### src/rtl/b16_uart.sv
// b16_uart: memory-mapped 8N1 UART slave for the b16 cpu I/O page.
//   Registers (byte address = {ioaddr, idx, 1'b0}):
//     0 DATA   w: push TX FIFO, r: pop RX holding reg ({8'h00, rxbuf})
//     1 STATUS {ferr, txbusy, txempty, txfull, ovr, rxvalid}; write 1 to bit1/bit5 clears ovr/ferr
//     2 DIV    baud divisor, bit time = div+1 clocks (word write only)
//     3 IE     interrupt enables (UART_IRQ_EN only, otherwise reads 0)
// Optional feature macro: UART_IRQ_EN (adds irq_o and the IE register).
// Ports:
//   clk_i     clock, all state on posedge
//   nreset_i  synchronous active-low reset
//   addr_i    cpu byte address
//   rd_i      cpu read strobe
//   wr_i      write lanes: 11 word, 10 even byte (wdata_i[15:8]), 01 odd byte (wdata_i[7:0])
//   wdata_i   cpu write data
//   rdata_o   read data, 0 unless selected and reading (OR-able onto the bus mux)
//   txd_o     serial out, idle high
//   rxd_i     serial in, asynchronous
//   irq_o     registered interrupt (UART_IRQ_EN only)
module b16_uart #(
    parameter int            l      = 16,
    parameter logic [l-5:0]  ioaddr = 12'hFFD,
    parameter int            txdep  = 2,
    parameter logic [l-1:0]  divrst = 16'd433
) (
    input  logic         clk_i,
    input  logic         nreset_i,
    input  logic [l-1:0] addr_i,
    input  logic         rd_i,
    input  logic [1:0]   wr_i,
    input  logic [l-1:0] wdata_i,
    output logic [l-1:0] rdata_o,
    output logic         txd_o,
    input  logic         rxd_i
`ifdef UART_IRQ_EN
    ,
    output logic         irq_o
`endif
);
    localparam int DEPTH = 1 << txdep;

    typedef enum logic [1:0] {S_IDLE, S_START, S_DATA, S_STOP} state_e;

    // bus decode
    logic       sel;
    logic [2:0] idx;
    logic [7:0] wb;
    logic       wr_data, rd_data, wr_stat, wr_div;
    logic       unused_ok;

    assign sel       = (addr_i[l-1:4] == ioaddr);
    assign idx       = addr_i[3:1];
    assign wb        = (wr_i == 2'b10) ? wdata_i[15:8] : wdata_i[7:0];
    assign wr_data   = sel & (|wr_i) & (idx == 3'd0);
    assign rd_data   = sel & rd_i & (idx == 3'd0);
    assign wr_stat   = sel & (|wr_i) & (idx == 3'd1);
    assign wr_div    = sel & (wr_i == 2'b11) & (idx == 3'd2);
    assign unused_ok = addr_i[0];

    // TX FIFO
    logic [7:0]       mem_q [DEPTH];
    logic [txdep-1:0] wptr_q, rptr_q;
    logic [txdep:0]   cnt_q, cnt_d;
    logic             fifo_empty, fifo_full, push, pop;

    assign fifo_empty = (cnt_q == '0);
    assign fifo_full  = (cnt_q == (txdep+1)'(DEPTH));
    assign push       = wr_data & ~fifo_full;

    // TX FSM
    state_e       tx_st_q, tx_st_d;
    logic [l-1:0] tx_cnt_q, tx_cnt_d, div_q, div_d;
    logic [2:0]   tx_bit_q, tx_bit_d;
    logic [7:0]   tx_sh_q, tx_sh_d;
    logic         txd_q, txd_d;

    // RX path
    logic         rx_s1_q, rx_s2_q, rx_s3_q;
    state_e       rx_st_q, rx_st_d;
    logic [l-1:0] rx_cnt_q, rx_cnt_d;
    logic [2:0]   rx_bit_q, rx_bit_d;
    logic [7:0]   rx_sh_q, rx_sh_d, rxbuf_q, rxbuf_d;
    logic         rx_store;
    logic         rxvalid_q, rxvalid_d, ovr_q, ovr_d, ferr_q, ferr_d;

    logic         txbusy, txempty;
    logic [5:0]   status;

    assign txbusy  = (tx_st_q != S_IDLE);
    assign txempty = fifo_empty & ~txbusy;
    assign status  = {ferr_q, txbusy, txempty, fifo_full, ovr_q, rxvalid_q};
    assign txd_o   = txd_q;

    always_comb begin
        tx_st_d  = tx_st_q;
        tx_cnt_d = tx_cnt_q - 1'b1;
        tx_bit_d = tx_bit_q;
        tx_sh_d  = tx_sh_q;
        pop      = 1'b0;
        case (tx_st_q)
            S_IDLE: begin
                tx_cnt_d = tx_cnt_q;
                if (!fifo_empty) begin
                    pop      = 1'b1;
                    tx_sh_d  = mem_q[rptr_q];
                    tx_cnt_d = div_q;
                    tx_st_d  = S_START;
                end
            end
            S_START: if (tx_cnt_q == '0) begin
                tx_cnt_d = div_q;
                tx_bit_d = 3'd0;
                tx_st_d  = S_DATA;
            end
            S_DATA: if (tx_cnt_q == '0) begin
                tx_cnt_d = div_q;
                if (tx_bit_q == 3'd7) begin
                    tx_st_d = S_STOP;
                end else begin
                    tx_bit_d = tx_bit_q + 3'd1;
                    tx_sh_d  = {1'b0, tx_sh_q[7:1]};
                end
            end
            default: if (tx_cnt_q == '0) begin
                // chain straight into the next frame when data is waiting
                if (!fifo_empty) begin
                    pop      = 1'b1;
                    tx_sh_d  = mem_q[rptr_q];
                    tx_cnt_d = div_q;
                    tx_st_d  = S_START;
                end else begin
                    tx_st_d  = S_IDLE;
                end
            end
        endcase
        // txd registered from next state so the pin never glitches
        case (tx_st_d)
            S_START: txd_d = 1'b0;
            S_DATA:  txd_d = tx_sh_d[0];
            default: txd_d = 1'b1;
        endcase

        case ({push, pop})
            2'b10:   cnt_d = cnt_q + 1'b1;
            2'b01:   cnt_d = cnt_q - 1'b1;
            default: cnt_d = cnt_q;
        endcase
    end

    always_comb begin
        rx_st_d  = rx_st_q;
        rx_cnt_d = rx_cnt_q - 1'b1;
        rx_bit_d = rx_bit_q;
        rx_sh_d  = rx_sh_q;
        rx_store = 1'b0;
        case (rx_st_q)
            S_IDLE: begin
                rx_cnt_d = rx_cnt_q;
                // half a bit from the falling edge lands the samples mid-bit
                if (rx_s3_q & ~rx_s2_q) begin
                    rx_cnt_d = div_q >> 1;
                    rx_st_d  = S_START;
                end
            end
            S_START: if (rx_cnt_q == '0) begin
                rx_cnt_d = div_q;
                rx_bit_d = 3'd0;
                rx_st_d  = rx_s2_q ? S_IDLE : S_DATA;
            end
            S_DATA: if (rx_cnt_q == '0) begin
                rx_cnt_d = div_q;
                rx_sh_d  = {rx_s2_q, rx_sh_q[7:1]};
                if (rx_bit_q == 3'd7) rx_st_d = S_STOP;
                else                  rx_bit_d = rx_bit_q + 3'd1;
            end
            default: if (rx_cnt_q == '0) begin
                rx_store = 1'b1;
                rx_st_d  = S_IDLE;
            end
        endcase

        rxbuf_d   = rx_store ? rx_sh_q : rxbuf_q;
        rxvalid_d = (rxvalid_q & ~rd_data) | rx_store;
        ovr_d     = ovr_q;
        ferr_d    = ferr_q;
        if (wr_stat & wb[1]) ovr_d  = 1'b0;
        if (wr_stat & wb[5]) ferr_d = 1'b0;
        // a store racing a DATA read is not an overrun
        if (rx_store & rxvalid_q & ~rd_data) ovr_d  = 1'b1;
        if (rx_store & ~rx_s2_q)             ferr_d = 1'b1;
        div_d = wr_div ? wdata_i : div_q;
    end

`ifdef UART_IRQ_EN
    logic [2:0] ie_q, ie_d;
    logic       irq_q, irq_d;
    assign ie_d  = (sel & (|wr_i) & (idx == 3'd3)) ? wb[2:0] : ie_q;
    assign irq_d = (ie_q[0] & rxvalid_q) | (ie_q[1] & txempty) | (ie_q[2] & (ovr_q | ferr_q));
    assign irq_o = irq_q;
`endif

    always_comb begin
        rdata_o = '0;
        if (sel & rd_i) begin
            case (idx)
                3'd0:    rdata_o = {{(l-8){1'b0}}, rxbuf_q};
                3'd1:    rdata_o = {{(l-6){1'b0}}, status};
                3'd2:    rdata_o = div_q;
`ifdef UART_IRQ_EN
                3'd3:    rdata_o = {{(l-3){1'b0}}, ie_q};
`endif
                default: rdata_o = '0;
            endcase
        end
    end

    always_ff @(posedge clk_i) begin
        if (push) mem_q[wptr_q] <= wb;
    end

    always_ff @(posedge clk_i) begin
        if (!nreset_i) begin
            wptr_q    <= '0;
            rptr_q    <= '0;
            cnt_q     <= '0;
            tx_st_q   <= S_IDLE;
            tx_cnt_q  <= '0;
            tx_bit_q  <= '0;
            tx_sh_q   <= '0;
            txd_q     <= 1'b1;
            div_q     <= divrst;
            rx_s1_q   <= 1'b1;
            rx_s2_q   <= 1'b1;
            rx_s3_q   <= 1'b1;
            rx_st_q   <= S_IDLE;
            rx_cnt_q  <= '0;
            rx_bit_q  <= '0;
            rx_sh_q   <= '0;
            rxbuf_q   <= '0;
            rxvalid_q <= 1'b0;
            ovr_q     <= 1'b0;
            ferr_q    <= 1'b0;
`ifdef UART_IRQ_EN
            ie_q      <= '0;
            irq_q     <= 1'b0;
`endif
        end else begin
            if (push) wptr_q <= wptr_q + 1'b1;
            if (pop)  rptr_q <= rptr_q + 1'b1;
            cnt_q     <= cnt_d;
            tx_st_q   <= tx_st_d;
            tx_cnt_q  <= tx_cnt_d;
            tx_bit_q  <= tx_bit_d;
            tx_sh_q   <= tx_sh_d;
            txd_q     <= txd_d;
            div_q     <= div_d;
            rx_s1_q   <= rxd_i;
            rx_s2_q   <= rx_s1_q;
            rx_s3_q   <= rx_s2_q;
            rx_st_q   <= rx_st_d;
            rx_cnt_q  <= rx_cnt_d;
            rx_bit_q  <= rx_bit_d;
            rx_sh_q   <= rx_sh_d;
            rxbuf_q   <= rxbuf_d;
            rxvalid_q <= rxvalid_d;
            ovr_q     <= ovr_d;
            ferr_q    <= ferr_d;
`ifdef UART_IRQ_EN
            ie_q      <= ie_d;
            irq_q     <= irq_d;
`endif
        end
    end
endmodule

### config.mk
export PLATFORM = sky130hd
export DESIGN_NAME = b16_uart
export DESIGN_NICKNAME = d
export VERILOG_FILES = /design/src/rtl/b16_uart.sv
export SDC_FILE = /design/constraint.sdc
export NUM_CORES = 1
export LEC_CHECK = 0
export ABC_AREA = 1
export BUFFER_PORTS_ARGS = -buffer_cell sky130_fd_sc_hd__buf_2
export CAP_MARGIN = 20
export CORE_MARGIN = 5
export CORE_UTILIZATION = 25
export DETAILED_ROUTE_END_ITERATION = 12
export GPL_ROUTABILITY_DRIVEN = 0
export PLACE_DENSITY = 0.36
export REMOVE_ABC_BUFFERS = 1
export SLEW_MARGIN = 10
export SYNTH_ARGS = -nofsm -noshare
export SYNTH_HDL_FRONTEND = slang
export SYNTH_SLANG_ARGS = --single-unit
### constraint.sdc
create_clock -name clk_i -period 3.14 [get_ports clk_i]
set_input_delay 0 -clock clk_i [delete_from_list [all_inputs] [get_ports clk_i]]
set_output_delay 0 -clock clk_i [all_outputs]
set_load 0.01 [all_outputs]
Yosys cells after proc, flatten, opt, wreduce, memory -nomap -nowiden

Memories as Yosys holds them, arrays and structs flattened. A register that Yosys moved wholly into a read port is not among the register bits.
Cells that the tools add are included.

Word-level logic and storage cells: 153
Memories kept: 1
Bits in writable memories: 32
Register bits after elaboration: 96

Memory list:

| memory | words | width | read ports | clocked after memory_dff | wr ports | RTL line | text |
|---|---|---|---|---|---|---|---|
| mem_q  | 4     | 8     | 1          | 1                        | 1        | 60       | `logic [7:0] mem_q [DEPTH];` |

Muxes and demuxes: 53
Reductions and logical operators: 23
Equality and inequality tests: 25
Bitwise operators: 22
Add/subtract/negate cells: 8

Operators with widths:

| cell                                                                 | number |
|---|---|
| 16-bit two-way mux                                                   | 7 |
| 16-bit one-hot mux with 2 select lines                               | 2 |
| 16-bit one-hot mux with 3 select lines                               | 1 |
| 8-bit two-way mux                                                    | 5 |
| 16-bit logical NOT                                                   | 2 |
| 16-bit by 1-bit subtractor with 16-bit output, second input constant | 2 |
| 2-bit two-way mux                                                    | 13 |
| 8-bit one-hot mux with 3 select lines                                | 1 |
| 3-bit two-way mux                                                    | 6 |
| 2-bit != test, second input constant                                 | 9 |
| 3-bit one-hot mux with 2 select lines                                | 3 |
| 1-bit bitwise AND                                                    | 16 |
| 2-bit nonzero test                                                   | 8 |
| 12-bit == test, second input constant                                | 1 |
| 2-bit == test, second input constant                                 | 6 |
| 2-bit one-hot mux with 3 select lines                                | 2 |
| 4-bit AND reduction                                                  | 3 |
| 1-bit two-way mux                                                    | 11 |
| 3-bit by 1-bit adder with 3-bit output, second input constant        | 3 |
| 3-bit == test, second input constant                                 | 3 |
| 2-bit by 1-bit == test with 1-bit output, second input constant      | 4 |
| 3-bit logical NOT                                                    | 2 |
| 2-bit OR reduction                                                   | 3 |
| 1-bit inverter                                                       | 5 |
| 10 further kinds                                                     | 13 |

Depth between registers and ports, before layout

Depth after elaboration: 6
Gate-level depth with buffers: 14
Mapped depth without buffers: 13

Worst setup path after synthesis

Ideal clock, no wire load.

Path kind: reg2reg
Start point: register tx_st_q[0]
End point: register cnt_q[2]
Period minus slack after synthesis: 2.373 ns
Stages on the path, launching flop included: 15
Required time: 3.018 ns
Buffers on the path: 1
Data arrival time: 2.250 ns
Setup slack: 0.767 ns
Cells stage by stage: dfxtp_1 inv_1 ha_1 buf_2 inv_1 nor2_1 nand2_1 nand2_1 ha_1 inv_1 fa_1 a21oi_1 o21ai_0 o21ai_0 a21oi_1

Cells in the longest elaborated chain, start to end: 5
Elaborated cells on any way between the ends: 9
Those cells by class: 4 x eq/ne; 2 x mux; 3 x reduce/logical

RTL lines:

| item                                                                               | RTL line | text |
|---|---|---|
| from (decl)                                                                        | 70       | `state_e tx_st_q, tx_st_d;` |
| from (signal assigned)                                                             | 250      | `tx_st_q <= tx_st_d;` |
| 2-bit == test / 2-bit by 1-bit == test with 1-bit output (equally long branches)   | 99       | `case (tx_st_q)` |
| 2-bit OR reduction (no source line)                                                | n/a      |  |
| 1-bit one-hot mux with 2 select lines (*)                                          | 99       |  |
| net pop                                                                            | 63       | `logic fifo_empty, fifo_full, push, pop;` |
| 2-bit by 1-bit == test with 1-bit output / 2-bit == test (equally long branches)   | 142      | `case ({push, pop})` |
| 3-bit one-hot mux with 2 select lines / 2-bit nonzero test (equally long branches) | n/a      |  |
| to (signal assigned)                                                               | 249      | `cnt_q <= cnt_d;` |
| to (decl)                                                                          | 62       | `logic [txdep:0] cnt_q, cnt_d;` |

Mark *: on every way through the listed nets, which the timed path passes. The rest lies on a longest branch.
A chain may end at the register's enable or synchronous reset.

Worst setup path in the final report

Start point: register tx_cnt_q[0]
End point: register cnt_q[2]

Cells in the longest elaborated chain, start to end: 5
Elaborated cells on any way between the ends: 7
Those cells by class: 2 x eq/ne; 3 x mux; 2 x reduce/logical

RTL lines:

| item                                                                               | RTL line | text |
|---|---|---|
| from (decl)                                                                        | 71       | `logic [l-1:0] tx_cnt_q, tx_cnt_d, div_q, div_d;` |
| from (signal assigned)                                                             | 251      | `tx_cnt_q <= tx_cnt_d;` |
| 16-bit logical NOT (*)                                                             | 123      | `default: if (tx_cnt_q == '0) begin` |
| 1-bit two-way mux (*)                                                              | 123      |  |
| 1-bit one-hot mux with 2 select lines (*)                                          | 99       |  |
| net pop                                                                            | 63       |  |
| 2-bit by 1-bit == test with 1-bit output / 2-bit == test (equally long branches)   | 142      |  |
| 3-bit one-hot mux with 2 select lines / 2-bit nonzero test (equally long branches) | n/a      |  |

Marked as above.

==> results.md <==
- Min cycle time layout: 2.376 ns
- Post-Layout Cell Count: 1626
- Area Growth Syn to Fin: 19.21%
- Synth Area in Simple Gates: 33.63%
- Number of synthesis warnings: 0
- Io pins: 55
- N_diodes: 0
- Seq/Total Area, Yosys: 37.24%
- Hpwl dp: 20090 um
- Skew final: 0.01543 ns
- DRC: 0
- Adder-cell share of the synthesized area: 3.603%
- Synth async-reset ratio: 0%
- Starting DRC count in detailed routing: 466
- Hold Path Class: in2reg
- H-tree levels: 4
- Die area: 35030 um2
- Xor and xnor area share after synthesis: 1.563%
- Pins over their slew limit: 0
- DIE HEIGHT: 187.2 um
- Hold_ws: 0.03498 ns
- Outcome: finished, final reports clean
- Crit path max fanout: 5
- Slew headroom: 38.93%
- Drt wl/cell: 16.92 um
- Drt first pass iters: 4
- Vias/cell: 4.593
- Synth cell types: 44
- Sw Pwr: 3516 uW
- Cell count after synthesis: 1148
- GRT Util Overall: 15.66%
- Initial antenna violation count: 1
- Total gr overflow: 0
- Synth Register Bits: 130
- Clk slew on worst S/H paths: 0.06 ns
- Unrepaired setup endpoints after global routing: false
- CP Data Arrival Time: 2.68 ns
- Vias in the first global route: 7216
- MaxCap Viol Count: 0
- Critical path buffer and inverter count: 2
- Worst slew pin tran: 0.9104 ns
- Crit. End Element: flip-flop
- Comb pwr share: 46.1%
- Post-synth top area cell: dfxtp_1
- Row cnt: 64
- Global-route wire length before repair: 43120 um
- Clock sink total: 130
- Sw frac: 44.38%
- Layout cell share with drive strength beyond 1: 12.28%
- Period Utilization, post-route: 75.68%
- Die W: 187.2 um
- PD cells: 846.9 nW/um2
- Root Driver: clkbuf_16
- Slowest Stage Delay on Critical Path: 0.38 ns
- Core area: 30830 um2
- Max clock buf depth: 2
- WL final: 27510 um
- Inserted Clock Buffers: 17
- Post-synthesis compound-gate area fraction: 15.02%
- Overall Power: 7923 uW
- Largest net degree at the start of global routing: 68
- CTS tree: done
- CP required: 3.45 ns
- # port buffers: 53
- Clock power frac: 26.0%
- Largest family of logic cells by synthesized area: simple AND/OR/NAND/NOR gates
- Startpoint Class: flip-flop
- Via count: 7469
- Nets: 1277
- DRT antenna net count: 0
- Max Fclk: 0.4208 GHz
- Flop pwr share: 27.9%
- Worst path top cell family by delay: adder cells
- Util after Layout: 30.35%
- CP max-delay cell: fa_1
- Fin. Hold Viols: 0
- Post-Syn Area: 7848 um2
- Synth top area share: 25.00%
- Initial Utilization: 25.45%
- Post-CTS Setup Bufs: 0
- Main area contributors after synthesis: dfxtp_1 25%, nand2_1 14%, edfxtp_1 12%
- Cells along the critical path: inv_1 -> ha_1 -> nand2_1 -> nor2_4 -> nand4_1 -> nand2_1 -> ha_1 -> inv_1 -> fa_1 -> a21oi_1 -> o21ai_0 -> o21ai_0 -> a21oi_1
- Leakage power figure: 0.004168 uW
- Post-synth EDFFs: 32
- Setup tns final: 0 ns
- Pint: 4406 uW
- Synthesized area per cell: 6.836 um2
- Max VDD drop: 0.0003719 V
- Placed Cells: 1577
- Critical path class: reg2reg
- Worst-skew pair later-pin latency: 0.43 ns
- Commonest register cell after synthesis: dfxtp_1
- Final setup fails: 0
- Multiplexer share of the synthesized area: 0%
## cells in the final DEF, fill, tap and decap left out, types with 5 or more instances in the layout
cell / instances
nor2_1: 101
nand4_1: 22
nand2_1: 293
edfxtp_1: 32
clkbuf_16: 18
clkinv_1: 6
ha_1: 21
nand2_2: 5
buf_2: 53
buf_4: 21
xnor2_1: 5
xor2_1: 9
inv_1: 127
nand3b_1: 5
o21ai_0: 102
o21ai_1: 9
nor2_2: 8
o211ai_1: 7
o22ai_1: 6
inv_2: 6
nor2_4: 8
nand3_1: 107
nor3_1: 16
a21oi_1: 81
dlygate4sd3_1: 17
dfxtp_1: 98
## final timing paths
kind	startpoint	endpoint	slack (ns)	depth (start not counted)
max	tx_cnt_q[0]	cnt_q[2]	0.76	13
min	wdata_i[3]	div_q[3]	0.03	3
max reg2reg	tx_cnt_q[0]	cnt_q[2]	0.76	13
min reg2reg	rx_s1_q	rx_s2_q	0.41	1
## registers in the layout, indices dropped and copies added (netlist names), 2 cells and up, named ones only
signal	flops
mem_q	32
div_q	16
rx_cnt_q	16
tx_cnt_q	16
rx_sh_q	8
rxbuf_q	8
tx_sh_q	8
cnt_q	3
rx_bit_q	3
tx_bit_q	3
rptr_q	2
rx_st_q	2
tx_st_q	2
wptr_q	2
## worst min-delay path: stages
cell and delay, ns:
buf_2 0.13, o21ai_0 0.12, a21oi_1 0.17
## kinds of logic (layout without fill, tap and decap cells)
| logic type | Yosys count | in the layout |
|---|---|---|
| and+or+nand+nor | 581 | 581 |
| AOI/OAI and AO/OA | 221 | 221 |
| buffers and inverters | 180 | 262 |
| DFF | 130 | 130 |
| adders and majority gates | 22 | 22 |
| xor gates and xnor gates | 14 | 14 |
## layer usage
layer / track usage, % / up-vias / wire [um]
li1: - / 3915 / -
met1: 21.22 / 3436 / 13280
met2: 26.76 / 100 / 13280
met3: 2.277 / 16 / 718
met4: 2.986 / 2 / 206
met5: 0 / - / 19
## Yosys cell counts, types with 7 or more instances
| cell | n |
|---|---|
| nand2_1 | 293 |
| inv_1 | 127 |
| nand3_1 | 107 |
| o21ai_0 | 102 |
| nor2_1 | 101 |
| dfxtp_1 | 98 |
| a21oi_1 | 81 |
| edfxtp_1 | 32 |
| clkbuf_1 | 29 |
| nand4_1 | 22 |
| ha_1 | 21 |
| nor3_1 | 16 |
| o21ai_1 | 9 |
| xor2_1 | 9 |
| nor2_2 | 8 |
| nor2_4 | 8 |
| o211ai_1 | 7 |
## per-stage QoR
step | instance area, um2 | setup WS (ns)
floorplan | 7667 | 0.6887
global placement | 8586 | 0.7956
detailed placement | 8586 | 0.7824
CTS | 9355 | 0.7753
global route | 9355 | 0.5744
finish | 9355 | 0.7636
## area by class of cell
cell class                      count  area, um2
Tap cell                          396      495.5
Clock buffer                       21      473.0
Multi-Input combinational cell    838       4223
Clock inverter                     11      126.4
Fill cell                        3391      21470
Inverter                          139      521.8
Timing Repair Buffer               91      593.1
Sequential cell                   130       2923
## what timing repair did
| action | in CTS | in global routing |
|---|---|---|
| resized for setup | 0 | 0 |
| hold buffers | 17 | 0 |
| endpoints found under the hold margin | 22 | 0 |
| setup endpoints to repair | 0 | 0 |
## power groups by stage
stage / clock (uW) / sequential [uW] / combinational [uW]
final: 2060 / 2210 / 3660
after floorplan: 0 / 2200 / 2600
after CTS: 2130 / 2210 / 3710
after global routing: 2190 / 2240 / 4200
after detailed placement: 0 / 2240 / 3670
after global placement: 0 / 2240 / 3690
Note: power is estimated with default switching activity, not from simulation.
